$ cat config.mk
export PLATFORM = sky130hd
export DESIGN_NAME = rb_flow_ctrl
export DESIGN_NICKNAME = d
export VERILOG_FILES = /design/src/rtl/rb_flow_ctrl.sv
export SDC_FILE = /design/constraint.sdc
export NUM_CORES = 1
export LEC_CHECK = 0
export CELL_PAD_IN_SITES_DETAIL_PLACEMENT = 1
export CELL_PAD_IN_SITES_GLOBAL_PLACEMENT = 1
export CORE_MARGIN = 10
export CORE_UTILIZATION = 27
export CTS_CLUSTER_SIZE = 40
export DETAILED_ROUTE_END_ITERATION = 12
export PLACE_DENSITY = 0.88
export SLEW_MARGIN = 10
export SYNTH_ARGS = -nofsm -noshare
export SYNTH_HDL_FRONTEND = slang
export SYNTH_SLANG_ARGS = --single-unit
$ cat constraint.sdc
create_clock -name clock -period 2.4 [get_ports clock]
set_input_delay 0.24 -clock clock [delete_from_list [all_inputs] [get_ports clock]]
set_output_delay 0.24 -clock clock [all_outputs]
set_load 0.01 [all_outputs]
$ cat src/rtl/rb_flow_ctrl.sv
// rb_flow_ctrl: valid/ready adapter around a DEPTH-entry byte ring buffer that
// has no status flags and drops the pop when push and pop coincide. Tracks
// occupancy, arbitrates push/pop strobes fairly, and presents popped bytes
// through a one-entry output register.
module rb_flow_ctrl #(
  parameter int DEPTH  = 10,
  parameter int DATA_W = 8,
  parameter int CNT_W  = 4
) (
  input  logic              clock,
  input  logic              reset,
  input  logic              enable,
  input  logic              s_valid,
  output logic              s_ready,
  input  logic [DATA_W-1:0] s_data,
  output logic              m_valid,
  input  logic              m_ready,
  output logic [DATA_W-1:0] m_data,
  output logic              rb_enable,
  output logic              rb_push,
  output logic              rb_pop,
  output logic [DATA_W-1:0] rb_datain,
  input  logic [DATA_W-1:0] rb_dataout,
  output logic [CNT_W-1:0]  count,
  output logic              full,
  output logic              empty
);

  typedef enum logic [1:0] {IDLE, POP_WAIT, OUT_VALID} state_t;
  typedef enum logic {GRANT_POP, GRANT_PUSH} grant_t;

  state_t state, state_nxt;
  grant_t last_grant;
  logic   slot_free, want_pop, want_push;

  // Occupancy flags and request/grant decode; push and pop are mutually exclusive.
  always_comb begin
    full      = (count == CNT_W'(DEPTH));
    empty     = (count == '0);
    slot_free = (state == IDLE) | ((state == OUT_VALID) & m_ready);
    want_pop  = enable & ~empty & slot_free;
    want_push = enable & s_valid & ~full;
    // s_ready is built without s_valid: when a pop is pending and the last grant
    // went to push, the pop wins, so upstream is told not-ready up front.
    s_ready   = enable & ~full & ~(want_pop & (last_grant == GRANT_PUSH));
    rb_push   = s_valid & s_ready;
    rb_pop    = want_pop & ~(want_push & (last_grant == GRANT_POP));
    rb_enable = enable;
    rb_datain = s_data;
  end

  // State register.
  always_ff @(posedge clock or posedge reset) begin
    if (reset) state <= IDLE;
    else       state <= state_nxt;
  end

  // Next-state logic; POP_WAIT always advances so an in-flight byte is never lost.
  always_comb begin
    state_nxt = state;
    case (state)
      IDLE:      if (rb_pop) state_nxt = POP_WAIT;
      POP_WAIT:  state_nxt = OUT_VALID;
      OUT_VALID: if (m_ready) state_nxt = rb_pop ? POP_WAIT : IDLE;
      default:   state_nxt = IDLE;
    endcase
  end

  // Output decode from state.
  always_comb begin
    m_valid = (state == OUT_VALID);
  end

  // Occupancy counter, fairness history and output data register.
  always_ff @(posedge clock or posedge reset) begin
    if (reset) begin
      count      <= '0;
      last_grant <= GRANT_POP;
      m_data     <= '0;
    end else begin
      if (rb_push)     count <= count + CNT_W'(1);
      else if (rb_pop) count <= count - CNT_W'(1);
      if (rb_push)     last_grant <= GRANT_PUSH;
      else if (rb_pop) last_grant <= GRANT_POP;
      if (state == POP_WAIT) m_data <= rb_dataout;
    end
  end

endmodule

Yosys cells after proc, flatten, opt, wreduce, memory -nomap -nowiden
Index checks and enable logic that the tools add are counted.
{"block": "op_classes", "n_addsub": 2, "eq_ne": 5, "mux": 8, "bitwise": 17, "reduce_logical": 4}
{"op": "bitwise AND 1 bit", "count": 11}
{"op": "two-way mux 4 bit", "count": 2}
{"op": "one-hot mux 2 bit (3 select lines)", "count": 1}
{"op": "inverter 1 bit", "count": 5}
{"op": "adder 4 x 1 -> 4 bit (second input constant)", "count": 1}
{"op": "== test 4 bit (second input constant)", "count": 1}
{"op": "zero test 4 bit", "count": 1}
{"op": "two-way mux 2 bit", "count": 2}
{"op": "subtractor 4 x 1 -> 4 bit (second input constant)", "count": 1}
{"op": "two-way mux 1 bit", "count": 3}
{"op": "== test 2 x 1 -> 1 bit (second input constant)", "count": 1}
{"op": "== test 2 bit (second input constant)", "count": 1}
{"op": "zero test 2 bit", "count": 1}
{"op": "inequality test 2 x 1 -> 1 bit (second input constant)", "count": 1}
{"op": "inequality test 2 bit (second input constant)", "count": 1}
{"op": "AND reduction 2 bit", "count": 1}
{"op": "nonzero test 2 bit", "count": 1}
{"op": "bitwise OR 1 bit", "count": 1}
{"block": "totals", "regBits": 15, "in_bits": 21, "out_inout_bits": 27, "word_cells": 40}

Logic depth before layout (Yosys ltp)
{"block": "depth", "depth_word": 9, "ltp_mapped": 9, "depth_no_buf": 9}

Worst setup path after synthesis
No wires, ideal clock.
{"block": "synth_path", "path_type": "register to register", "from": "register count[0]", "to": "register count[3]", "setup_time_ps": 80, "t_arrival_ps": 2392, "required_time_ps": 2320, "slack_ps": -72, "stages_incl_launch_ff": 10, "path_buffers": 0, "synth_period_minus_slack_ps": 2472, "path_cell_list": "dfrtp_1 nor4_4 nor4b_4 a21oi_2 inv_1 ha_1 a21o_2 a21oi_1 mux2i_1 xnor2_1"}
{"block": "synth_via", "elab_chain_cells": 9, "word_cells_on_any_way": 20, "cone_classes": "add/sub (2); eq/ne (1); mux (2); bitwise (13); reduce/logical (2)"}
{"element": "start: declaration", "line": "24", "rtl": "output logic [CNT_W-1:0] count,"}
{"element": "start signal: assignment", "line": "81", "rtl": "if (rb_push) count <= count + CNT_W'(1);"}
{"element": "start signal: assignment", "line": "82", "rtl": "else if (rb_pop) count <= count - CNT_W'(1);"}
{"element": "zero test 4 bit *", "line": "39", "rtl": "empty = (count == '0);"}
{"element": "net empty", "line": "26", "rtl": "output logic empty"}
{"element": "inverter 1 bit *", "line": "41", "rtl": "want_pop = enable & ~empty & slot_free;"}
{"element": "bitwise AND 1 bit * (2 in a row)", "line": "41"}
{"element": "bitwise AND 1 bit *", "line": "45", "rtl": "s_ready = enable & ~full & ~(want_pop & (last_grant == GRANT_PUSH));"}
{"element": "inverter 1 bit *", "line": "45"}
{"element": "bitwise AND 1 bit *", "line": "45"}
{"element": "bitwise AND 1 bit *", "line": "46", "rtl": "rb_push = s_valid & s_ready;"}
{"element": "net rb_push", "line": "20", "rtl": "output logic rb_push,"}
{"element": "two-way mux 4 bit or nonzero test 2 bit (tied branches)"}
Mark *: on every way through the listed nets, which the timed path passes. The rest lies on a longest branch. The select of a mux whose other input is x is not followed.
A chain may end at the register's enable or synchronous reset.

Worst setup path in the final report
{"block": "layout_path", "from": "register state[1]", "to": "output rb_pop"}
{"block": "layout_via", "elab_chain_cells": 5, "word_cells_on_any_way": 6, "cone_classes": "eq/ne (1); bitwise (4); reduce/logical (1)"}
{"element": "start: declaration", "line": "32", "rtl": "state_t state, state_nxt;"}
{"element": "start signal: assignment", "line": "55", "rtl": "else state <= state_nxt;"}
{"element": "== test 2 bit", "line": "40", "rtl": "slot_free = (state == IDLE) | ((state == OUT_VALID) & m_ready);"}
{"element": "bitwise AND 1 bit", "line": "40"}
{"element": "bitwise OR 1 bit *", "line": "40"}
{"element": "bitwise AND 1 bit *", "line": "41"}
{"element": "bitwise AND 1 bit *", "line": "47", "rtl": "rb_pop = want_pop & ~(want_push & (last_grant == GRANT_POP));"}
{"element": "end: declaration", "line": "21", "rtl": "output logic rb_pop,"}
Every way passes the cells marked *; elsewhere a longest branch is shown, timed or not.

==> results.md <==
- Core box area: 2829 sq um
- Count leader, synth: dfrtp_1
- Crit Path Category: flip-flop to output pin
- DR WL/cell: about 16 um
- R2r startpoint: count[1]
- Post-DP HPWL: 1652 um
- Slew Limit Headroom: between 50% and 60%
- Max incr delay on CP: around 540 ps
- CP max stage cell: clkdlybuf4s50_1
- HP Class: input pin to async pin
- Syn-to-layout area delta: 47.94%
- Drt pass-1 iters: 2
- R2R depth: 9
- Drt first-iter violations: 22
- Yosys top cell by area: dfrtp_1
- Buffers on Ports: 31
- DR vias/cell: roughly 4.7
- Crit. End Element: output pin
- Nets: about 120
- Clock Tree Root: clkbuf_4
- Minimum clock period: 2281 ps
- ANT nets after route: 0
- Tot GR Track Use: between 7 and 8%
- TritonCTS clock tree: done
- Initial core utilization: about 29%
- Hold buffers post-CTS: 0
- Crit path from: state[1]
- WP data arrival: about 2000 ps
- Reg-to-reg slack, setup: roughly 150 ps
- Final setup fails: 0
- CTS H-tree lvls: 1
- DRC: 0
- Hold_ws: between 300 and 400 ps
- Worst VDD drop: approximately 0.43 mV
- Top cells by count, synth: dfrtp_1, buf_4, mux2_2
- CP Launch Type: flip-flop
- Io pins: 48
- Fin crit share: about 95%
- Max_cap viols: 0
- Most area-consuming cells after synthesis: dfrtp_1, buf_4, mux2_2
- Netlist cell types: 27
- Die ar.: ~5600 sq um
- FFs w/ async S/R, synth: 100.0%
- Worst-Skew Late Latency: 280 ps
- Max layer used: met3
- Seq cells post-synth: 15
- Share of the synthesized area in the top cell type: a little under half
- DR WL met3: about 250 um
- Fillcell total: about 310
- Initial antenna violation count: 0
- CTS buffer count: 3
- DRT met1 WL: between 700 and 800 um
- Via count: just over 600
- EDFF count, synth: 0
- Worst setup path endpoint: rb_pop
- Vias in the first global route: approximately 660
- Total design power: 1.551 mW
- CTS max path bufs: 2
- Share of layout cells above drive strength 1: 31.63%
- Crit-path cells: nor2b_1 -> nor4b_4 -> buf_4 -> o21a_1 -> clkdlybuf4s50_1
- Synth Flop Type: dfrtp_1
- Antenna cells: 0
- Leak pwr: 0.5032 nW
- # rows: 19
- CP Data Required Time: between 2000 and 2500 ps
- Post-Synthesis Cells: 66
- Die height: 75.10 um
- Slew Limit Fails: 0
- Routability cong.: 0.7858
- WL met2: a little over 1000 um
- CTS Sinks: 15
- Max FO, Critical Path: 4
- Pwr dens: 1279 nW/um^2
- R2R Path End: count[3]
- FMAX: 438.4 MHz
- Final hold violation count: 0
- Ys Warns: 0
- First-pass GRT wire length: about 3200 um
- Largest net degree at the start of global routing: 16
- Syn_area_per_cell: around 12 sq um
- Die extent in x: 75.10 um
- Skew final: about 4.7 ps
- Post-Route WL: slightly above 2000 um
- Remaining Overflow, GRT: 0
- Status: completed
- Synthesized area: a little over 800 sq um
- Syn_nets: 90
- Register area share after synthesis: a little under half
- Slew at the pin closest to its max-slew limit: 599.5 ps
- Clk slew on worst S/H paths: about 90 ps
cell type report:
cell class	count	area (sq um)	share of cell area [%]
sequential	15	380.4	31.37
clock buffer	4	26.28	2.167
tap	31	38.79	3.199
multi-input combinational	38	390.4	32.20
timing repair buffer	38	365.4	30.13
inverter	3	11.26	0.9288
cell families after synthesis:
family	after synthesis	synth area share, %
AO/OA/AOI/OAI	9	7.634
AND/OR/NAND/NOR	12	12.98
XOR/XNOR	3	3.207
adder cells (fa/ha/maj)	3	5.496
flip-flops	15	45.80
buffers and inverters	13	10.08
multiplexers	11	14.81
critical path: cells and delay by family, from the launching register on:
kind,cells,cell delay (ps)
flip-flops,1,410
AO/OA/AOI/OAI,1,130
AND/OR/NAND/NOR,2,500
buffers and inverters,2,730
cells in the final DEF (no fill, tap or decap):
cell             count
clkdlybuf4s50_1     30
dfrtp_1             11
buf_4                7
mux2_2               6
dfrtp_2              4
xnor2_1              3
mux2_1               3
clkbuf_4             3
nand2b_1             2
nor2b_1              2
a21oi_2              2
mux2i_1              2
inv_1                2
nand2_1              2
ha_4                 2
nand4bb_1            1
nand3_1              1
nor4_4               1
nor4b_4              1
o21a_2               1
nor3_1               1
and2_2               1
o21ai_2              1
inv_2                1
o21a_1               1
a21oi_1              1
a21o_2               1
o21ai_0              1
o21ai_1              1
fa_1                 1
clkbuf_1             1
dlymetal6s2s_1       1
routing by layer:
metal  vias up  global-route usage (%)
met5         -                       0
met3         0                   3.811
li1        283                       -
met2        20                   12.86
met4         0                   2.521
met1       303                   7.470
through the flow:
stage                     std cells  setup TNS [ps]  cell area [sq um]  utilization, %  worst slack (ps)
final                           129               0               1212           42.86             119.0
after global routing            129          -4.228               1212           42.86            -4.228
after CTS                       125               0               1149           40.60             29.82
after detailed placement        121          -31.04               1122           39.67            -31.04
after global placement          121               0               1122           39.67             71.70
after floorplan                  66               0              822.0               -             14.13
how the worst min path moves through the flow:
stage / from / depth (start not counted) / end / slack [ps]
after floorplan: reset / 1 / count[0] / 140
after detailed placement: s_data[0] / 0 / rb_datain[0] / 480
final: reset / 2 / m_data[6] / 320
after global placement: m_data[0] / 1 / m_data[0] / 480
after global routing: reset / 2 / m_data[6] / 370
after CTS: reset / 2 / last_grant / 330
sequential cells by signal, summed over array words and instances, names as in the netlist:
register	count
state	2
count	4
last_grant	1
m_data	8
report_power, final:
part / switching [mW] / total, mW / internal [mW]
Sequential: 0.137 / 0.526 / 0.390
Clock: 0.0780 / 0.142 / 0.0644
Combinational: 0.340 / 0.882 / 0.542
Total: 0.555 / 1.55 / 0.996
timing repair:
| item | CTS | global route |
|---|---|---|
| gates resized for setup | 0 | 6 |
| setup endpoints to repair | 0 | 3 |
| buffers inserted | 0 | 4 |
No activity file was read; power rests on OpenSTA's default activity.
